===== src/rtl/spi_pkg.sv =====
// Shared types and constants for the SPI transmit master.
package spi_pkg;

    localparam int BYTE_W         = 8;
    localparam int TAIL_EDGES_DEF = 4;

    typedef enum logic [1:0] {
        IDLE  = 2'd0,
        LOAD  = 2'd1,
        SHIFT = 2'd2,
        TAIL  = 2'd3
    } state_e;

endpackage


===== src/rtl/spi_clk_gen.sv =====
// Free-running serial clock generator with one-cycle rise/fall strobes.
module spi_clk_gen #(
    parameter int DIV_W = 8
) (
    input  logic             sclk,
    input  logic             rstn,
    input  logic [DIV_W-1:0] div_i,
    output logic             msck_o,
    output logic             rise_o,
    output logic             fall_o
);

    logic [DIV_W-1:0] cnt_q, cnt_d;
    logic             msck_q, msck_d;
    logic             wrap;

    // Strobes mark the sclk cycle whose closing edge flips msck.
    always_comb begin
        wrap   = (cnt_q >= div_i);
        cnt_d  = wrap ? '0 : cnt_q + DIV_W'(1);
        msck_d = wrap ? ~msck_q : msck_q;
        rise_o = wrap & ~msck_q;
        fall_o = wrap & msck_q;
    end

    always_ff @(posedge sclk or negedge rstn) begin
        if (!rstn) begin
            cnt_q  <= '0;
            msck_q <= 1'b0;
        end else begin
            cnt_q  <= cnt_d;
            msck_q <= msck_d;
        end
    end

    assign msck_o = msck_q;

endmodule


===== src/rtl/master_spi_tx.sv =====
// SPI transmit master: pulls bytes from a TX FIFO and streams them MSB first,
// prefetching the next byte so consecutive bytes share one msen frame.
module master_spi_tx
    import spi_pkg::*;
#(
    parameter int DIV_W      = 8,
    parameter int TAIL_EDGES = TAIL_EDGES_DEF
) (
    input  logic              sclk,
    input  logic              rstn,
    input  logic              empty_i,
    output logic              fifo_rd_o,
    input  logic [BYTE_W-1:0] tx_data_i,
    input  logic [DIV_W-1:0]  clk_div_r,
    output logic              msck,
    output logic              msci,
    output logic              msen,
    output logic              busy_o,
    output state_e            state_o
);

    localparam logic [7:0] TAIL_LAST = 8'(TAIL_EDGES - 1);

    state_e            state_q, state_d;
    logic [DIV_W-1:0]  div_q, div_d, div_eff;
    logic [BYTE_W-1:0] sh_q, sh_d, buf_q, buf_d, nb;
    logic [2:0]        bit_q, bit_d;
    logic [7:0]        tail_q, tail_d;
    logic              buf_v_q, buf_v_d, have_q, have_d;
    logic              fifo_rd_q, fifo_rd_d, cap_q, cap_d;
    logic              msci_q, msci_d, msen_q, msen_d;
    logic              rise, fall, pf_hit;

    // Divider follows the input only while idle; frames use the latched copy.
    assign div_eff = (state_q == IDLE) ? clk_div_r : div_q;

    spi_clk_gen #(.DIV_W(DIV_W)) u_clk_gen (
        .sclk   (sclk),
        .rstn   (rstn),
        .div_i  (div_eff),
        .msck_o (msck),
        .rise_o (rise),
        .fall_o (fall)
    );

    always_comb begin
        state_d   = state_q;
        div_d     = div_q;
        sh_d      = sh_q;
        buf_d     = buf_q;
        buf_v_d   = buf_v_q;
        have_d    = have_q;
        bit_d     = bit_q;
        tail_d    = tail_q;
        msci_d    = msci_q;
        msen_d    = msen_q;
        fifo_rd_d = 1'b0;
        cap_d     = fifo_rd_q;
        // A prefetched byte can arrive on the very strobe that needs it.
        pf_hit    = cap_q && (state_q == SHIFT);
        nb        = buf_v_q ? buf_q : tx_data_i;

        if (state_q == IDLE) begin
            div_d = clk_div_r;
        end
        if (cap_q && (state_q == LOAD)) begin
            sh_d   = tx_data_i;
            have_d = 1'b1;
        end
        if (pf_hit) begin
            buf_d   = tx_data_i;
            buf_v_d = 1'b1;
        end

        unique case (state_q)
            IDLE: begin
                msen_d = 1'b0;
                msci_d = 1'b0;
                have_d = 1'b0;
                if (!empty_i) begin
                    fifo_rd_d = 1'b1;
                    state_d   = LOAD;
                end
            end
            LOAD: begin
                if (fall && have_q) begin
                    msen_d  = 1'b1;
                    msci_d  = sh_q[BYTE_W-1];
                    sh_d    = {sh_q[BYTE_W-2:0], 1'b0};
                    bit_d   = 3'd0;
                    have_d  = 1'b0;
                    state_d = SHIFT;
                end
            end
            SHIFT: begin
                if (fall) begin
                    if (bit_q != 3'd7) begin
                        bit_d  = bit_q + 3'd1;
                        msci_d = sh_q[BYTE_W-1];
                        sh_d   = {sh_q[BYTE_W-2:0], 1'b0};
                        if ((bit_q == 3'd6) && !empty_i && !buf_v_q) begin
                            fifo_rd_d = 1'b1;
                        end
                    end else if (buf_v_q || pf_hit) begin
                        msci_d  = nb[BYTE_W-1];
                        sh_d    = {nb[BYTE_W-2:0], 1'b0};
                        bit_d   = 3'd0;
                        buf_v_d = 1'b0;
                    end else begin
                        msen_d  = 1'b0;
                        msci_d  = 1'b0;
                        tail_d  = 8'd0;
                        state_d = TAIL;
                    end
                end
            end
            TAIL: begin
                if (rise) begin
                    if (tail_q == TAIL_LAST) begin
                        state_d = IDLE;
                    end else begin
                        tail_d = tail_q + 8'd1;
                    end
                end
            end
            default: state_d = IDLE;
        endcase
    end

    always_ff @(posedge sclk or negedge rstn) begin
        if (!rstn) begin
            state_q   <= IDLE;
            div_q     <= '0;
            sh_q      <= '0;
            buf_q     <= '0;
            buf_v_q   <= 1'b0;
            have_q    <= 1'b0;
            bit_q     <= 3'd0;
            tail_q    <= 8'd0;
            msci_q    <= 1'b0;
            msen_q    <= 1'b0;
            fifo_rd_q <= 1'b0;
            cap_q     <= 1'b0;
        end else begin
            state_q   <= state_d;
            div_q     <= div_d;
            sh_q      <= sh_d;
            buf_q     <= buf_d;
            buf_v_q   <= buf_v_d;
            have_q    <= have_d;
            bit_q     <= bit_d;
            tail_q    <= tail_d;
            msci_q    <= msci_d;
            msen_q    <= msen_d;
            fifo_rd_q <= fifo_rd_d;
            cap_q     <= cap_d;
        end
    end

    assign msci      = msci_q;
    assign msen      = msen_q;
    assign fifo_rd_o = fifo_rd_q;
    assign busy_o    = (state_q != IDLE);
    assign state_o   = state_q;

endmodule


===== config.mk =====
export PLATFORM = sky130hd
export DESIGN_NAME = master_spi_tx
export DESIGN_NICKNAME = d
export VERILOG_FILES = /design/src/rtl/spi_pkg.sv /design/src/rtl/spi_clk_gen.sv /design/src/rtl/master_spi_tx.sv
export SDC_FILE = /design/constraint.sdc
export NUM_CORES = 1
export LEC_CHECK = 0
export CORE_MARGIN = 2
export CORE_UTILIZATION = 57
export CTS_BUF_LIST = sky130_fd_sc_hd__clkbuf_4 sky130_fd_sc_hd__clkbuf_8 sky130_fd_sc_hd__clkbuf_16
export DETAILED_ROUTE_END_ITERATION = 7
export PLACE_DENSITY = 0.87
export SLEW_MARGIN = 20
export SYNTH_ARGS = -nofsm -noshare
export SYNTH_HDL_FRONTEND = slang
export SYNTH_SLANG_ARGS = --single-unit

===== constraint.sdc =====
create_clock -name sclk -period 3.33 [get_ports sclk]
set_input_delay 0.4995 -clock sclk [delete_from_list [all_inputs] [get_ports sclk]]
set_output_delay 0.4995 -clock sclk [all_outputs]
set_load 0.005 [all_outputs]

# After elaboration in Yosys (flattened, before gate mapping)
# Cells that the tools add are included.
[totals]
wordCells = 105
inputBits = 19
ff_bits = 52
[classes]
mux = 51
eq_ne = 15
reduce_logical = 18
add_sub_neg = 3
n_lt_le_gt_ge = 1
bitwise_logic = 3
[ops]
columns = ["op", "n"]
rows = [
  ["2-to-1 mux 8 bit", 13],
  ["one-hot mux 8 bit (2 select lines)", 2],
  ["2-to-1 mux 1 bit", 19],
  ["adder 8 x 1 -> 8 bit, second input constant", 2],
  ["2-to-1 mux 2 bit", 7],
  ["inequality test 2 bit, second input constant", 7],
  ["2-to-1 mux 3 bit", 4],
  ["equality test 8 x 2 -> 1 bit, second input constant", 1],
  ["greater-or-equal comparator 8 bit", 1],
  ["one-hot mux 2 bit (4 select lines)", 1],
  ["AND reduction 7 bit", 1],
  ["one-hot mux 1 bit (3 select lines)", 2],
  ["one-hot mux 3 bit (2 select lines)", 1],
  ["AND reduction 6 bit", 1],
  ["nonzero test 2 bit", 3],
  ["logical AND 1 bit", 5],
  ["AND reduction 5 bit", 1],
  ["equality test 2 bit, second input constant", 2],
  ["one-hot mux 1 bit (2 select lines)", 2],
  ["AND reduction 4 bit", 1],
  ["adder 3 x 1 -> 3 bit, second input constant", 1],
  ["equality test 3 bit, second input constant", 1],
  ["inequality test 3 x 1 -> 1 bit, second input constant", 1],
  ["inequality test 3 bit, second input constant", 1],
  ["other kinds (9)", 11],
]

# Logic depth before layout (Yosys ltp)
[logic_depth]
word_depth = 7
depth_mapped = 13

# Modules after synthesis
# From an unflattened synthesis, not the netlist that was laid out.
[unflattened]
hier_cells = 284
area_unflattened_um2 = 2957.8
[modules_own_cells]
columns = ["module", "seq_area_each_um2", "cells_each", "area_per_inst_um2", "n_inst"]
rows = [
  ["master_spi_tx", 1076.0, 222, 2337.2, 1],
  ["spi_clk_gen", 225.2, 62, 620.6, 1],
]

# Least setup slack after synthesis
# OpenSTA, ideal clock, no wires.
[synth_path]
kind = "register to register"
from = "reg state_q[0], in the netlist state_o[0]"
to = "reg tail_q[7]"
arrival_ps = 2920
n_path_buf = 2
setup_slack_ps = 341
period_less_slack_ps = 2989
path_stages_with_launch = 13
cell_sequence = "dfrtp_1 inv_1 ha_1 clkbuf_1 mux2_2 ha_1 nand2b_1 a31oi_1 o21bai_1 o21ai_1 buf_2 or4_1 nand3_1"
[synth_via]
elab_chain_len = 6
word_cells_on_any_way = 17
[synth_rtl]
columns = ["element", "line", "source"]
rows = [
  ["from (decl)", "master_spi_tx.sv:24", "state_e state_q, state_d;"],
  ["from (signal assigned)", "master_spi_tx.sv:145", "state_q <= state_d;"],
  ["zero test 2 bit", "master_spi_tx.sv:35", "assign div_eff = (state_q == IDLE) ? clk_div_r : div_q;"],
  ["2-to-1 mux 8 bit", "--", ""],
  ["greater-or-equal comparator 8 bit", "spi_clk_gen.sv:19", "wrap = (cnt_q >= div_i);"],
  ["bitwise AND 1 bit, on equally long branches", "spi_clk_gen.sv:23, spi_clk_gen.sv:22", ""],
  ["inequality test 2 bit (no source line)", "--", ""],
  ["AND reduction 6 bit (no source line)", "--", ""],
  ["to (signal assigned)", "master_spi_tx.sv:152", "tail_q <= tail_d;"],
  ["to (decl)", "master_spi_tx.sv:28", "logic [7:0] tail_q, tail_d;"],
]
# Several ways; a longest one is shown, not always the timed one.
# A chain may end at the register's enable or synchronous reset.

# Worst setup path after layout
[layout_path]
from = "reg state_q[0], in the netlist state_o[0]"
to = "reg sh_q[7]"
[layout_via]
elab_chain_len = 7
word_cells_on_any_way = 16
[layout_rtl]
columns = ["element", "line", "source"]
rows = [
  ["zero test 2 bit, or another cell as far along", "master_spi_tx.sv:35", ""],
  ["2-to-1 mux 8 bit, or another cell as far along", "--", ""],
  ["greater-or-equal comparator 8 bit, or another cell as far along", "spi_clk_gen.sv:19", ""],
  ["bitwise AND 1 bit / 2-to-1 mux 8 bit (equally long branches)", "spi_clk_gen.sv:23, master_spi_tx.sv:104", ""],
  ["logical AND 1 bit / 2-to-1 mux 8 bit (equally long branches)", "master_spi_tx.sv:86, master_spi_tx.sv:97", ""],
  ["2-to-1 mux 8 bit, on equally long branches", "master_spi_tx.sv:86, master_spi_tx.sv:96", ""],
  ["one-hot mux 8 bit (2 select lines) (*)", "master_spi_tx.sv:75", "unique case (state_q)"],
  ["named net sh_d[7]", "master_spi_tx.sv:26", "logic [BYTE_W-1:0] sh_q, sh_d, buf_q, buf_d, nb;"],
  ["to (signal assigned)", "master_spi_tx.sv:134", "sh_q <= '0;"],
  ["to (signal assigned)", "master_spi_tx.sv:147", "sh_q <= sh_d;"],
  ["to (decl)", "master_spi_tx.sv:26", ""],
]
# The timed path passes the listed nets; every way through them passes the cells marked *.

==> key figures <==
Global route
  – Total track usage: 23.2%
  – GR Util met3: 4.34%
  – Met2 Track Usage GR: 35.6%
  – GRT busiest layer: met2
  – Vias in the first global route: 2095
  – M1 GR Usage: 33.7%
  – First-pass GRT wire length: 9830 µm
  – Largest net degree at the start of global routing: 34
  – GRT overflow: 0
  – Initial antenna violation count: 0

Routing
  – Routed wire length: 5950 µm
  – Routed via count: 2223
  – DRT iter0 DRCs: 190
  – DRC violations left: 0
  – Vias/cell: 5.93
  – Routed Antenna Nets: 0
  – WL per Instance: 15.9 µm
  – DRT Pass-1 Iters: 5

Worst setup path
  – Reg2reg setup slack: 0.26 ns
  – Worst setup SP type: flip-flop
  – Worst path required time: 3.54 ns
  – CP max FO: 11
  – Critical Path Sink Type: flip-flop
  – Critical path class: reg2reg
  – Arrival @ worst endpoint: 3.29 ns

Cells and area
  – Final Instance Area: 3270 µm²
  – FILL cells: 332
  – Area Growth Syn to Fin: 16.3%
  – NumNets Final: 343
  – Share of cells above drive strength 1: 10.7%
  – End-of-flow core utilization: 69.2%
  – # diodes: 0

Synthesis
  – Top cells by area in the synthesized netlist: dfrtp_1 (46%), ha_1 (7.6%), mux2i_1 (6.8%), mux2_2 (4.4%), nor2_1 (3.6%)
  – Syn_nets: 316
  – Post-Syn Instances: 280
  – Mean Syn Cell Area: 10.0 µm²
  – Distinct cell type count after synthesis: 47
  – Area leader, netlist: dfrtp_1
  – Netlist Area Pre-Place: 2810 µm²
  – Async SR Flop Fraction: 100%
  – EDFF count, synth: 0
  – Yosys top cell area share: 46.3%
  – Top_reg_cell synth: dfrtp_1
  – Flops & latches, synth: 52
  – Yosys warns: 0
  – Register area share after synthesis: 46.3%

Timing
  – RSZ-0062 raised after global routing: no
  – Slew Limit Headroom: 51.8%
  – Hold WS: 0.247 ns
  – Fin Setup TNS: 0 ns
  – Clock period minus worst slack: 3.07 ns
  – Final cycle utilization of the critical path: 92.3%
  – F_max: 325 MHz
  – Clk_skew: 0.0119 ns
  – Setup Viol. Count Final: 0
  – Slew Viols, Final: 0
  – Fin. Hold Viols: 0
  – Slew @ Worst Pin: 0.723 ns

Run
  – Max Cap Viol: 0

Floorplan
  – Core ar.: 4720 µm²
  – Die area: 5510 µm²
  – Die height: 74.2 µm
  – FP Rows: 25
  – Starting Density: 59.5%
  – IO Count: 26
  – DIE WIDTH: 74.2 µm

CTS
  – Resize count post-CTS: 0
  – H-Tree Depth: 2
  – Clock slew at reported path FFs: 0.10 ns
  – Post-CTS Setup Repair Bufs: 0
  – Sinks on Clock Net: 52
  – Worst skew pair latency: 0.30 ns
  – Hold Buf Count CTS: 0
  – CTS Root Cell: clkbuf_8
  – CTS tree: built
  – CTS buffer count: 5
  – Clock tree buffer depth: 2

Power and ir drop
  – Leak: 1.54 nW
  – VDD IR max: 439 µV
  – Power density cells: 817 nW/µm²

Place
  – Post-DP HPWL: 4310 µm
  – Dpl cell area: 3130 µm²
  – RePlAce Congestion: 0.866
  – PortBufs: 25

Status
  – Status: complete, no violations

Worst hold path
  – Hold crit path type: in2async
[state kept, by name (all words and copies together), names as in the netlist]
name              count
bit_q                 3
buf_q                 8
buf_v_q               1
cap_q                 1
div_q                 8
fifo_rd_o             1
have_q                1
msci                  1
msen                  1
sh_q                  8
state_o               2
tail_q                8
u_clk_gen.cnt_q       8
u_clk_gen.msck_o      1
[synthesized netlist by cell type, types with 2 or more instances]
master / instances
o211ai_1: 3
a21oi_1: 15
xor2_1: 5
nand3_1: 16
o21ai_1: 3
nor2_1: 27
or4_1: 2
nand2_1: 19
mux2_2: 11
o31ai_1: 5
a31oi_1: 3
buf_2: 4
inv_1: 21
o2bb2ai_1: 3
and2_1: 2
o22ai_1: 7
nand2b_1: 2
ha_1: 17
dfrtp_1: 52
clkbuf_1: 3
o21ai_0: 11
and3_1: 5
mux2i_1: 19
a211o_1: 2
[kinds of logic (layout without fill, tap and decap cells)]
| kind of cell | Yosys count | count (layout) | synth area share (%) |
|---|---|---|---|
| simple gates | 82 | 82 | 14.0 |
| compound gates | 62 | 62 | 14.3 |
| flops | 52 | 52 | 46.3 |
| mux | 31 | 31 | 11.7 |
| buf+inv | 30 | 58 | 4.23 |
| fa+ha+maj | 17 | 17 | 7.57 |
| xor+xnor | 6 | 6 | 1.87 |
[critical path, cell delays in order, from the launching register on]
cell and delay [ns]:
dfrtp_1 0.43, inv_1 0.17, ha_4 0.27, mux2i_1 0.28, ha_1 0.28, a211o_1 0.29
a31oi_1 0.25, o21bai_1 0.16, buf_4 0.18, a21o_1 0.17, and3_1 0.32, o22ai_1 0.19
[per-stage QoR]
step                      total power [mW]  cells  setup slack [ns]
after floorplan                       1.81    280             0.341
after global placement                2.09    367             0.224
after detailed placement              2.16    367            0.0697
after CTS                             2.63    375            0.0352
after global routing                  2.86    375            0.0465
final                                 2.67    375             0.257
[worst paths after layout]
kind / endpoint / start / depth (start not counted)
worst max register to register: sh_q[7] / state_o[0] / 11
min in group sclk: cap_q / fifo_rd_o / 0
worst min register to register: cap_q / fifo_rd_o / 0
max in group asynchronous: buf_q[6] / rstn / 2
worst max-delay path: sh_q[7] / state_o[0] / 11
worst min-delay path: div_q[7] / rstn / 1
[layer usage]
layer | up-vias | part of all wire, % | wire length [µm]
li1 | 1061 | - | -
met4 | 0 | 1.6 | 95
met1 | 1074 | 47 | 2780
met3 | 10 | 5.4 | 320
met2 | 78 | 46 | 2750
met5 | - | 0 | 0
[cell type report]
type	count	area (µm²)	area share [%]
Clock buffer	7	96.3	2.95
Clock inverter	1	30.0	0.919
Inverter	21	78.8	2.41
Multi-Input combinational cell	198	1400	42.9
Sequential cell	52	1300	39.8
Tap cell	67	83.8	2.57
Timing Repair Buffer	29	275	8.43
[placed cells by master, fill, tap and decap left out, types with 3 or more instances in the layout]
master           Yosys  final
a21oi_1             15     15
a31oi_1              3      3
and3_1               5      5
buf_4                0      4
clkbuf_8             0      7
clkdlybuf4s50_1      0     24
dfrtp_1             52     52
ha_1                17     16
inv_1               21     21
mux2_2              11     11
mux2i_1             19     19
nand2_1             19     19
nand3_1             16     16
nor2_1              27     27
o211ai_1             3      3
o21ai_0             11     11
o21ai_1              3      3
o22ai_1              7      7
o2bb2ai_1            3      3
o31ai_1              5      5
xor2_1               5      5
[power breakdown]
part	total, mW	leakage [nW]	internal [mW]	switching [mW]
clock	0.468	0.0645	0.265	0.202
combinational	1.17	0.814	0.540	0.626
sequential	1.03	0.665	0.843	0.192
total	2.67	1.54	1.65	1.02
(Power assumes the default switching activity.)
